## src/rtl/ex_issue_ctrl.sv

```systemverilog
// rtl/ex_issue_ctrl.sv - execute-stage issue sequencer with mul/div dispatch
//
// Purpose: accepts one decoded instruction per de_valid_i/de_ready_o handshake,
// runs single-cycle ops through the external combinational ALU and RV32M ops
// through an external iterative mul/div unit, then holds the result on the
// ex_valid_o/ex_ready_i interface. Handles flush and mul/div timeout.
//
// Ports:
//   clk, rst                    clock, synchronous active-high reset
//   de_*                        decoded instruction in (valid/ready)
//   flush_i                     kill the in-flight instruction
//   alu_*_o / alu_wdata_i       latched issue fields out, ALU result in
//   md_start_o / md_abort_o     one-cycle pulses to the mul/div unit
//   md_op_o, md_a_o, md_b_o     mul/div funct3 and operands
//   md_done_i, md_result_i      mul/div completion pulse and result
//   ex_*                        result out to writeback (valid/ready)
//
// Optional feature: define MULDIV_EN to sequence M ops through the mul/div
// unit. Without it M ops complete through the ALU path flagged with ex_err_o.
module ex_issue_ctrl #(
  parameter int MD_TIMEOUT = 64,
  parameter int CNT_W      = 7
) (
  input  logic        clk,
  input  logic        rst,
  input  logic        de_valid_i,
  output logic        de_ready_o,
  input  logic [31:0] de_inst_i,
  input  logic [31:0] de_pc_i,
  input  logic [31:0] de_op1_i,
  input  logic [31:0] de_op2_i,
  input  logic        de_rd_en_i,
  input  logic [4:0]  de_rd_addr_i,
  input  logic        flush_i,
  output logic [31:0] alu_op1_o,
  output logic [31:0] alu_op2_o,
  output logic [31:0] alu_inst_o,
  output logic [31:0] alu_pc_o,
  output logic        alu_rd_reg_en_o,
  output logic [4:0]  alu_rd_reg_addr_o,
  input  logic [31:0] alu_wdata_i,
  output logic        md_start_o,
  output logic        md_abort_o,
  output logic [2:0]  md_op_o,
  output logic [31:0] md_a_o,
  output logic [31:0] md_b_o,
  input  logic        md_done_i,
  input  logic [31:0] md_result_i,
  output logic        ex_valid_o,
  input  logic        ex_ready_i,
  output logic [31:0] ex_wdata_o,
  output logic        ex_rd_en_o,
  output logic [4:0]  ex_rd_addr_o,
  output logic [31:0] ex_pc_o,
  output logic [31:0] ex_inst_o,
  output logic        ex_err_o
);

  typedef enum logic [2:0] {IDLE, ALU, MD_START, MD_WAIT, OUT} state_t;

  localparam logic [6:0] OPC_OP = 7'b0110011;
  localparam logic [6:0] F7_MUL = 7'b0000001;

  state_t      state;
  logic        accept;
  logic        de_to_md;
  logic        alu_is_m;
  logic        rd_nz;
  logic [31:0] alu_res;
  logic        alu_err;

  assign de_ready_o = (state == IDLE) || ((state == OUT) && ex_ready_i);
  assign accept     = de_valid_i && de_ready_o && !flush_i;
  assign alu_is_m   = (alu_inst_o[6:0] == OPC_OP) && (alu_inst_o[31:25] == F7_MUL);
  // Writes to x0 are never reported as enabled.
  assign rd_nz      = alu_rd_reg_en_o && (alu_rd_reg_addr_o != 5'd0);

`ifdef MULDIV_EN
  localparam logic [CNT_W-1:0] TMO = CNT_W'(MD_TIMEOUT);
  logic [CNT_W-1:0] cnt;

  // Divide/remainder by zero has a fixed architectural result, so it is
  // resolved on the ALU path and never occupies the mul/div unit.
  assign de_to_md = (de_inst_i[6:0] == OPC_OP) && (de_inst_i[31:25] == F7_MUL)
                    && !(de_inst_i[14] && (de_op2_i == 32'd0));
`else
  logic unused_md;
  assign unused_md  = md_done_i ^ (^md_result_i) ^ (MD_TIMEOUT > 0) ^ (CNT_W > 0);
  assign de_to_md   = 1'b0;
  assign md_start_o = 1'b0;
  assign md_abort_o = 1'b0;
  assign md_op_o    = 3'd0;
  assign md_a_o     = 32'd0;
  assign md_b_o     = 32'd0;
`endif

  // An M op reaching the ALU state is either a divide-by-zero bypass or,
  // without the mul/div unit, an unsupported op.
  always_comb begin
    alu_res = alu_wdata_i;
    alu_err = 1'b0;
    if (alu_is_m) begin
`ifdef MULDIV_EN
      alu_res = alu_inst_o[13] ? alu_op1_o : 32'hFFFF_FFFF;
`else
      alu_res = 32'd0;
      alu_err = 1'b1;
`endif
    end
  end

  always_ff @(posedge clk) begin
    if (rst) begin
      state             <= IDLE;
      alu_op1_o         <= 32'd0;
      alu_op2_o         <= 32'd0;
      alu_inst_o        <= 32'd0;
      alu_pc_o          <= 32'd0;
      alu_rd_reg_en_o   <= 1'b0;
      alu_rd_reg_addr_o <= 5'd0;
      ex_valid_o        <= 1'b0;
      ex_wdata_o        <= 32'd0;
      ex_rd_en_o        <= 1'b0;
      ex_rd_addr_o      <= 5'd0;
      ex_pc_o           <= 32'd0;
      ex_inst_o         <= 32'd0;
      ex_err_o          <= 1'b0;
`ifdef MULDIV_EN
      cnt               <= '0;
      md_start_o        <= 1'b0;
      md_abort_o        <= 1'b0;
      md_op_o           <= 3'd0;
      md_a_o            <= 32'd0;
      md_b_o            <= 32'd0;
`endif
    end else begin
`ifdef MULDIV_EN
      md_start_o <= 1'b0;
      md_abort_o <= 1'b0;
`endif
      if (accept) begin
        alu_op1_o         <= de_op1_i;
        alu_op2_o         <= de_op2_i;
        alu_inst_o        <= de_inst_i;
        alu_pc_o          <= de_pc_i;
        alu_rd_reg_en_o   <= de_rd_en_i;
        alu_rd_reg_addr_o <= de_rd_addr_i;
`ifdef MULDIV_EN
        if (de_to_md) begin
          md_a_o     <= de_op1_i;
          md_b_o     <= de_op2_i;
          md_op_o    <= de_inst_i[14:12];
          md_start_o <= 1'b1;
        end
`endif
      end

      if (flush_i) begin
        state      <= IDLE;
        ex_valid_o <= 1'b0;
`ifdef MULDIV_EN
        if ((state == MD_START) || (state == MD_WAIT)) md_abort_o <= 1'b1;
`endif
      end else begin
        case (state)
          IDLE: begin
            if (accept) state <= de_to_md ? MD_START : ALU;
          end
          ALU: begin
            ex_wdata_o   <= alu_res;
            ex_err_o     <= alu_err;
            ex_rd_en_o   <= rd_nz && !alu_err;
            ex_rd_addr_o <= alu_rd_reg_addr_o;
            ex_pc_o      <= alu_pc_o;
            ex_inst_o    <= alu_inst_o;
            ex_valid_o   <= 1'b1;
            state        <= OUT;
          end
`ifdef MULDIV_EN
          MD_START: begin
            cnt   <= '0;
            state <= MD_WAIT;
          end
          MD_WAIT: begin
            // A completion arriving in the timeout cycle still wins.
            if (md_done_i || (cnt == TMO)) begin
              ex_wdata_o   <= md_done_i ? md_result_i : 32'd0;
              ex_err_o     <= !md_done_i;
              ex_rd_en_o   <= md_done_i && rd_nz;
              ex_rd_addr_o <= alu_rd_reg_addr_o;
              ex_pc_o      <= alu_pc_o;
              ex_inst_o    <= alu_inst_o;
              ex_valid_o   <= 1'b1;
              md_abort_o   <= !md_done_i;
              state        <= OUT;
            end else begin
              cnt <= cnt + CNT_W'(1);
            end
          end
`endif
          OUT: begin
            if (ex_ready_i) begin
              ex_valid_o <= 1'b0;
              if (accept) state <= de_to_md ? MD_START : ALU;
              else        state <= IDLE;
            end
          end
          default: state <= IDLE;
        endcase
      end
    end
  end

endmodule

```

## config.mk

```make
export PLATFORM = sky130hd
export DESIGN_NAME = ex_issue_ctrl
export DESIGN_NICKNAME = d
export VERILOG_FILES = /design/src/rtl/ex_issue_ctrl.sv
export SDC_FILE = /design/constraint.sdc
export NUM_CORES = 1
export LEC_CHECK = 0
export BUFFER_PORTS_ARGS = -buffer_cell sky130_fd_sc_hd__buf_2
export CAP_MARGIN = 20
export CORE_AREA = 2 2 200 202
export DETAILED_ROUTE_END_ITERATION = 8
export DIE_AREA = 0 0 202 204
export GPL_TIMING_DRIVEN = 0
export PLACE_DENSITY = 0.48
export SYNTH_ARGS = -nofsm -noshare
export SYNTH_HDL_FRONTEND = slang
export SYNTH_SLANG_ARGS = --single-unit
```

## constraint.sdc

```tcl
create_clock -name clk -period 1.9 [get_ports clk]
set_input_delay 0 -clock clk [delete_from_list [all_inputs] [get_ports clk]]
set_output_delay 0 -clock clk [all_outputs]
set_load 0.02 [all_outputs]
```

Word level (Yosys, flattened, before mapping)
Cells that the tools add are included.

word-level totals
  register bits = 241
  logic and storage cells = 45

cells by class
  equal/unequal tests = 6
  mux-type cells = 8
  bitwise gates (word level) = 1
  reductions and logical operators = 16

operators with widths
  operator                                             number
  two-way mux 32 bit                                   1
  case mux 3 bit (3 select lines)                      1
  equality test 7 x 1 -> 1 bit, second input constant  1
  equality test 7 x 6 -> 1 bit, second input constant  1
  logical AND 1 bit                                    6
  two-way mux 3 bit                                    2
  AND reduction 2 bit                                  3
  nonzero test 5 bit                                   1
  != test 2 bit, second input constant                 2
  equality test 3 x 1 -> 1 bit, second input constant  1
  equality test 3 bit, second input constant           1
  logical NOT 3 bit                                    1
  two-way mux 1 bit                                    3
  logical NOT 1 bit                                    2
  case mux 1 bit (2 select lines)                      1
  nonzero test 2 bit                                   1
  OR reduction 2 bit                                   1
  logical OR 1 bit                                     1
  NOT 1 bit                                            1

Longest topological paths before layout
Gate-level depths: netlist (run 1).

  depth in word-level cells = 8
  depth in mapped cells = 6
  depth with buffers taken out = 3

Worst setup path before layout (run 1)
No wires, ideal clock.

  path type = register -> register
  from = register alu_inst_o[25]
  to = register ex_wdata_o[10]
  data arrival time = 1.306 ns
  data required time = 1.758 ns
  path slack = 0.452 ns
  stages on the path, launching flop included = 6
  path buffers = 2
  period minus slack after synthesis = 1.448 ns
  path through = dfxtp_1 nor4bb_1 and4_1 buf_2 buf_2 a221oi_1

on the way
  longest elaborated chain between the ends = 3

ends and longest elaborated chain
  what                          line  RTL
  from (decl)                   37    output logic [31:0] alu_inst_o,
  from (signal assigned)        144   alu_inst_o <= de_inst_i;
  equality test 7 x 1 -> 1 bit  74    assign alu_is_m = (alu_inst_o[6:0] == OPC_OP) && (alu_inst_o[31:25] == F7_MUL);
  logical AND 1 bit             74
  two-way mux 32 bit            102   if (alu_is_m) begin
  to (signal assigned)          170   ex_wdata_o <= alu_res;
  to (decl)                     51    output logic [31:0] ex_wdata_o,

No other way between the ends.
A chain may end at the register's enable or synchronous reset.

Worst setup path after layout (run 1)
  from = register state[0]
  to = register alu_op1_o[26]

on the way
  longest elaborated chain between the ends = 5
  elaborated cells between the ends (all ways) = 6
  classes of those cells = 1 x eq/ne; 5 x reduce/logical

ends and longest elaborated chain
  what                                line  RTL
  from (decl)                         64    state_t state;
  from (signal assigned)              167   if (accept) state <= de_to_md ? MD_START : ALU;
  from (signal assigned)              204   if (accept) state <= de_to_md ? MD_START : ALU;
  equality test 3 bit                 72    assign de_ready_o = (state == IDLE) || ((state == OUT) && ex_ready_i);
  logical AND 1 bit                   72
  logical OR 1 bit (*)                72
  logical AND 1 bit (*) (2 in a row)  73    assign accept = de_valid_i && de_ready_o && !flush_i;
  to (signal assigned)                142   alu_op1_o <= de_op1_i;
  to (decl)                           35    output logic [31:0] alu_op1_o,

Mark *: on every way between the ends. The rest lies on a longest branch, timed or not.

==> impl_results.md, run 1 <==
* Outcome: finished, final reports clean
* CTS tree: done
* Drt drc at 0
* Hold path cells at 4
* Worst Hold Class: in -> reg
* # diodes at 0
* Post-synth cell types at 30
* Die Span X at a little over 200 um
* Final Max Tran Viols at 0
* CP Data Arrival Time at 2.22 ns
* HP Start: de_op2_i[7]
* Crit path max-delay family: buffers and inverters
* GR peak layer: met2
* Worst Hold End: alu_op2_o[7]
* Worst path required time at approximately 2.3 ns
* Finish-stage setup viols at 0
* Largest net degree at the start of global routing at 20
* Total number of vias at roughly 12000
* First-pass DRT Iterations at 5
* YS warnings at 0
* Worst Setup Start Kind: register
* Total gr overflow at 0
* Met1 usage at between 20 and 30%
* Port bufs at just over 400
* Die area at 41210 um2
* Post-synth top flop: dfxtp_1
* Bufs and invs on worst path at 3
* Clock share of power at 43.0%
* Final instance area at 15990 um2
* Area Growth Syn to Fin at 54.00%
* Layout cell share with drive strength beyond 1 at a little under a third
* Setup TNS Final at 0 ns
* Sw Ratio at between 20 and 30%
* Fin nets at roughly 2100
* Post-place setup slack at -0.2572 ns
* RR Startpoint: state[0]
* Max_slew headroom at about 43%
* Sw power at 0.003411 W
* Number of synthesized register bits at 240
* Cell mode on critical path: buf_4
* R2r worst-path depth at 5
* Cell count after synthesis at around 1200
* Clk_lat worst skew at between 0.5 and 0.6 ns
* Multi-input gate area at roughly 4700 um2
* Flop pwr share at between 40% and 50%
* Vias per cell at 4.788
* Clock transition at path regs at ~0.07 ns
* Starting DRC count in detailed routing at ~580
* Placed inst area at around 13000 um2
* Max incr delay on CP at between 0.4 and 0.5 ns
* Fin. Hold Viols at 0
* Clk_skew at around 0.029 ns
* Reg2Reg Setup Slack at about 0.071 ns
* Cts bufs inserted at 28
* WL per Instance at 18.74 um
* Critical R2R Capture: alu_op1_o[26]
* Clock buffer depth at 3
* Yosys top cell by area: dfxtp_1
* Mapped Area at 10380 um2
* CTS root buf: clkbuf_16
* Setup CP Type: reg -> reg
* Final ANT Viol Nets at 0
* Post-layout min period at between 1.5 and 2 ns
* Final period utilization at 96.29%
* Least-Margin Pin Slew at 0.8480 ns
* Clock Sinks at between 200 and 250
* Seq. cell area at just under 5000 um2
* Initial Util at roughly a quarter
* Comb power frac at between 10 and 15%
* Crit-path max FO at 10
* Mean post-synth cell area at between 8 and 9 um2
* Global-route wire length before repair at approximately 67000 um
* Vias in the first global route at 11410
* WHS at ~0.25 ns
* Int Power at between 0.009 and 0.01 W
* RD Place Congestion at between 0.8 and 0.9
* Die height at a little over 200 um
* Sequential area share after synthesis at a little under half
* I/O Pins at 512
* Max VDD drop at roughly 0.00066 V
* Pwr Density at between 700 and 800 nW/um2
* Initial antenna violation count at 1
* Post-synth EDFFs at 0
* Drt total wl at about 45000 um
* Fraction of registers with async set/reset at 0%
* Synth area leaders: dfxtp_1 (46%), nand4b_1 (11%), a21oi_1 (9.8%), o31ai_1 (9.7%), nand2_1 (7.3%)
* Leak pwr at 6.918 nW
* Post-CTS Repair Setup Buffers at 0
* Max-Cap Viols at 0
* Fillers at ~4000
* Core Region at a little under 40000 um2
* Slowest-stage cell, CP: dfxtp_1
* Worst setup EP type: register
* H-tree Lvls at 1
* Crit-path cells: buf_4, buf_4, clkbuf_1, nand4b_1, a21oi_1
* Row cnt at 73
* GR Util All Layers at 20.74%
* Final setup margin at 0.07051 ns
* Grt met2 use at 34.97%
* Synth top area share at a little under half
* Final HPWL DP at approximately 33000 um
* M3 GR Usage at roughly 3.6%
* Fmax at 0.5466 GHz
## through the flow
| stage | total power, W | util [%] | instances |
|---|---|---|---|
| finish | 0.01249 | 40.80 | 2411 |
| global route | 0.01295 | 40.80 | 2411 |
| CTS | 0.01261 | 40.69 | 2411 |
| detailed placement | 0.006933 | 34.05 | 2192 |
| global placement | 0.006927 | 34.03 | 2191 |
| floorplan | 0.006307 | - | 1258 |
## worst register-to-register path, delay by kind of cell, from the launching register on
| kind | cells | cell delay (ns) |
|---|---|---|
| buffers and inverters | 3 | 0.97 |
| DFF | 1 | 0.47 |
| and+or+nand+nor | 1 | 0.18 |
| AOI/OAI and AO/OA | 1 | 0.07 |
## cells by family (layout without fill, tap and decap cells)
| logic type | Yosys count | count (layout) | share of synthesized area [%] |
|---|---|---|---|
| simple gates | 358 | 358 | 20.02 |
| other cells | 1 | 69 | 0.03612 |
| flops | 240 | 240 | 46.28 |
| compound gates | 373 | 373 | 22.44 |
| buf+inv | 218 | 846 | 11.22 |
## cell type report
type	instances	share of cell area, %
repair buffers	578	23.40
multi-input cells	800	29.27
inverters	1	0.02348
clock inverters	11	0.7435
flip-flops and latches	240	30.07
well taps	525	4.109
clock buffers	40	4.852
plain buffers	216	7.529
## power by group through the flow
stage,registers [W],clock network [W],logic (W)
floorplan,0.00558,0,0.000731
global placement,0.00542,0,0.00150
detailed placement,0.00542,0,0.00151
CTS,0.00531,0.00549,0.00180
global route,0.00533,0.00567,0.00195
finish,0.00532,0.00537,0.00181
## worst max path at each step
stage | cells after the start | to | startpoint
after global placement | 5 | ex_wdata_o[30] | alu_inst_o[26]
after detailed placement | 5 | alu_op2_o[21] | state[0]
final | 5 | alu_op1_o[26] | state[0]
after CTS | 5 | de_ready_o | state[2]
after floorplan | 5 | ex_wdata_o[10] | alu_inst_o[25]
after global routing | 5 | ex_wdata_o[9] | alu_inst_o[30]
## repair_timing
action,4_1_cts,5_1_grt
hold buffers,169,0
hold endpoints to repair,170,0
endpoints found under the setup margin,140,71
resized for setup,10,25
## synthesized netlist by cell type (2+ instances only)
library cell and count:
dfxtp_1 240, a21oi_1 203, nand2_1 202, nand4b_1 134, o31ai_1 134, clkbuf_1 86, buf_4 72, buf_2 55
a221oi_1 32, nor2b_1 4, buf_1 3, nand2b_1 2, nor2_1 2, nor3_1 2, nor3b_1 2, nor4_1 2
nor4bb_1 2
## registers in the layout, summed over array words and instances, names as in the netlist
name and flops:
ex_valid_o 1, state 2, ex_rd_en_o 1, alu_pc_o 32, alu_rd_reg_en_o 1, ex_err_o 1
alu_inst_o 32, ex_pc_o 32, ex_wdata_o 32, ex_inst_o 32, alu_op2_o 32, alu_rd_reg_addr_o 5
ex_rd_addr_o 5, alu_op1_o 32
## cell usage in the layout (no fill, tap or decap), types with 3 or more instances in the layout
cell type / instances
clkbuf_16: 28
nand2_1: 202
a21oi_1: 203
clkbuf_2: 10
a221oi_1: 32
clkbuf_4: 6
o31ai_1: 134
conb_1: 69
clkbuf_1: 86
clkbuf_8: 3
buf_2: 451
buf_6: 3
dfxtp_1: 238
dlygate4sd3_1: 169
nor2b_1: 4
nand4b_1: 134
clkinv_2: 7
buf_4: 76
## layer usage
metal / wire length [um] / vias up
li1: - / 5557
met1: 19750 / 5498
met2: 21270 / 411
met3: 2680 / 75
met4: 1467 / 2
met5: 12 / -
Note: power is estimated with default switching activity, not from simulation.
==> run 2, diff against run 1 <==
==> config.mk (replaced) <==
export PLATFORM = sky130hd
export DESIGN_NAME = ex_issue_ctrl
export DESIGN_NICKNAME = d
export VERILOG_FILES = /design/src/rtl/ex_issue_ctrl.sv
export SDC_FILE = /design/constraint.sdc
export NUM_CORES = 1
export LEC_CHECK = 0
export ABC_AREA = 1
export BUFFER_PORTS_ARGS = -buffer_cell sky130_fd_sc_hd__buf_2
export CAP_MARGIN = 20
export CORE_AREA = 2 2 197 199
export DETAILED_ROUTE_END_ITERATION = 8
export DIE_AREA = 0 0 199 201
export GPL_TIMING_DRIVEN = 0
export PLACE_DENSITY = 0.53
export SYNTH_ARGS = -nofsm -noshare
export SYNTH_HDL_FRONTEND = slang
export SYNTH_SLANG_ARGS = --single-unit
==> impl_results.md, run 2 <==
* Cell count after synthesis at 1136 (-4.5%)
* H-tree Lvls at 1 (unchanged)
* Post-layout min period at 1.770 ns (-0.05928 ns)
* Overall Power at 0.01289 W (+3.2%)
* Post-synth EDFFs at 0 (unchanged)
* Leak pwr at 7.347 nW (+6.2%)
* Drt drc at 0 (unchanged)
* Comb power frac at 16.1% (+1.6 points)
* Max VDD drop at 0.0006151 V (-6.2%)
* R2r worst-path depth at 5 (unchanged)
* Critical R2R Capture: alu_pc_o[4]
* CP Data Arrival Time at 2.17 ns (-0.05 ns)
* Vias per cell at 4.139 (-14%)
* Synth area leaders: dfxtp_1 (53%), a21oi_1 (11%), o21ai_0 (9.3%), inv_1 (7.1%), buf_4 (6.8%)
* Int Power at 0.009395 W (+3.4%)
* Fmax at 0.5649 GHz (+3.3%)
* Mapped Area at 9107 um2 (-12%)
* Most frequent cells in the layout: buf_2 (444), dfxtp_1 (240), a21oi_1 (206)
* Worst path required time at 2.30 ns (about the same)
* First-pass DRT Iterations at 5 (unchanged)
* Synth top area share at 52.75% (+6.5 points)
* Clock buffer depth at 3 (unchanged)
* Finish-stage setup viols at 0 (unchanged)
* Clock Sinks at 240 (unchanged)
* RR Startpoint: state[2]
* Final period utilization at 93.17% (-3.1 points)
* CTS tree: done
* Reg2Reg Setup Slack at 0.13 ns (+0.06 ns)
* Setup CP Type: reg -> reg
* RD Place Congestion at 0.7995 (-1.3%)
* Worst setup EP type: register
* Global-route wire length before repair at 53300 um (-21%)
* Crit-path max FO at 11 (+1)
* Row cnt at 72 (-1.4%)
* Max_slew headroom at 54.59% (+11 points)
* Yosys top cell by area: dfxtp_1
* Final Max Tran Viols at 0 (unchanged)
* Die area at 40000 um2 (-2.9%)
* Clk_lat worst skew at 0.54 ns (-0.03 ns)
* Initial antenna violation count at 1 (unchanged)
* Area Growth Syn to Fin at 60.87%
* Post-synth top flop: dfxtp_1
* Crit path from: state[2]
* Clock transition at path regs at 0.06 ns (about the same)
* Post-synth cell types at 20 (-33%)
* Outcome: finished, final reports clean
* GR Util All Layers at 17.20% (-3.5 points)
* Most common cell after layout, fill and taps aside: buf_2
* Layout cell share with drive strength beyond 1 at 31.29% (-0.095 points)
* CTS root buf: clkbuf_16
* Total gr overflow at 0 (unchanged)
* Fin. Hold Viols at 0 (unchanged)
* Mean post-synth cell area at 8.017 um2 (-8.1%)
* Worst setup endpoint: alu_pc_o[4]
* Initial Util at 23.90% (-2.6 points)
* YS warnings at 0 (unchanged)
* Fin nets at 2015 (-2.6%)
* Port bufs at 409 (+0.25%)
* Clock share of power at 41.5% (-1.5 points)
* Die height at 201 um (-1.5%)
* Number of synthesized register bits at 240 (unchanged)
* Sw Ratio at 27.14% (-0.16 points)
* Vias in the first global route at 9499 (-17%)
* Worst Setup Start Kind: register
* Starting DRC count in detailed routing at 415 (-29%)
* Total number of vias at 9730 (-16%)
* Seq. cell area at 4805 um2 (about the same)
* Final HPWL DP at 26870 um (-18%)
* Most common cell in the netlist: dfxtp_1
* Clk_skew at 0.01291 ns (-0.01594 ns)
* Fillers at 3959 (-2.3%)
* RSZ-0062 raised after global routing: no
* Cts bufs inserted at 27 (-3.6%)
* Drt total wl at 36300 um (-20%)
* Sequential area share after synthesis at 52.75% (+6.5 points)
* Pwr Density at 880.1 nW/um2 (+13%)
* Setup TNS Final at 0 ns (unchanged)
* Commonest cells in the synthesized netlist: dfxtp_1 (240), a21oi_1 (206), inv_1 (173)
* Worst Hold Class: in -> reg
* Flop pwr share at 42.3% (-0.2 points)
* I/O Pins at 512 (unchanged)
* Sw power at 0.003499 W (+2.6%)
* WL per Instance at 15.44 um (-18%)
* Fraction of registers with async set/reset at 0% (unchanged)
* Largest net degree at the start of global routing at 13 (-35%)
* Multi-input gate area at 2993 um2 (-36%)
* Core Region at 38110 um2 (-2.7%)
* Die Span X at 199 um (-1.5%)
* Least-Margin Pin Slew at 0.6812 ns (-0.1669 ns)
* Max-Cap Viols at 0 (unchanged)
* Final ANT Viol Nets at 0 (unchanged)
==> run 2: cell count changes in the layout (fill, tap and decap cells not counted), sizes merged, moves of 32 or more <==
cell / before / now
nand2: 202 / 45
a221oi: 32 / 0
nand4b: 134 / 0
inv: 1 / 174
o21ai: 2 / 236
o31ai: 134 / 0
clkbuf: 133 / 70
nor2: 2 / 78
==> run 2: repair_timing <==
item / in CTS / in global routing
gates resized for setup: 1 / 7
setup buffers: 0 / 0
hold buffers: 169 / 0
setup endpoints to repair: 1 / 14
endpoints found under the hold margin: 170 / 0
==> run 2: logic make-up (layout without fill, tap and decap cells) <==
kind of cell | after synthesis | after routing | synth area share (%)
AO/OA/AOI/OAI | 444 | 444 | 24.47
other | 1 | 71 | 0.04117
AND/OR/NAND/NOR | 128 | 128 | 5.550
flip-flops | 240 | 240 | 52.75
buffers and inverters | 323 | 950 | 17.19
==> run 2: how the worst min path moves through the flow <==
stage                     startpoint         end  cells past startpoint
after floorplan                  rst  ex_rd_en_o                      1
after global placement           rst    state[0]                      2
after detailed placement         rst    state[0]                      2
after CTS                        rst    state[0]                      3
after global routing      ex_ready_i  ex_valid_o                      3
final                            rst  ex_rd_en_o                      3
==> run 2: metal layers <==
metal / share of wire (%) / wire [um] / GRT usage (%) / up-vias
li1: - / - / - / 4884
met5: 0 / 0 / 0 / -
met4: 3.9 / 1412 / 7.383 / 0
met2: 48 / 17370 / 29.72 / 365
met1: 41 / 14990 / 20.29 / 4394
met3: 6.9 / 2520 / 3.931 / 87
==> run 2: metrics by stage <==
stage          std cells  setup WS (ns)  hold slack, ns  util, %  instance area (um2)
2_1_floorplan       1204         0.6505         0.06907        -                 9363
3_3_place_gp        2131       -0.09859          0.2291    31.64                12060
6_report            2351         0.1298          0.2481    38.45                14650
3_5_place_dp        2131        -0.1557          0.2364    31.64                12060
4_1_cts             2349       0.005512          0.2347    38.42                14640
5_1_grt             2350       0.001718          0.2530    38.44                14650
==> run 2: area by class of cell <==
cell class	instances	share of cell area [%]
Clock buffer	39	5.055
Tap cell	518	4.424
Sequential cell	240	32.79
Buffer	149	6.268
Clock inverter	10	1.025
Multi-Input combinational cell	641	20.43
Antenna cell	2	0.03416
Timing Repair Buffer	578	25.52
Inverter	174	4.458
==> run 2: power by group through the flow <==
stage / combinational, W / sequential (W) / clock [W]
2_1_floorplan: 0.000741 / 0.00589 / 0
3_3_place_gp: 0.00179 / 0.00556 / 0
3_5_place_dp: 0.00180 / 0.00556 / 0
4_1_cts: 0.00208 / 0.00546 / 0.00547
5_1_grt: 0.00227 / 0.00549 / 0.00568
6_report: 0.00208 / 0.00546 / 0.00536
==> run 2: critical path, cell delays in order (launching register included) <==
cell	delay, ns
dfxtp_1	0.37
nand2_1	0.11
nand4_2	0.25
clkbuf_2	0.36
o21ai_1	0.47
a21oi_1	0.07
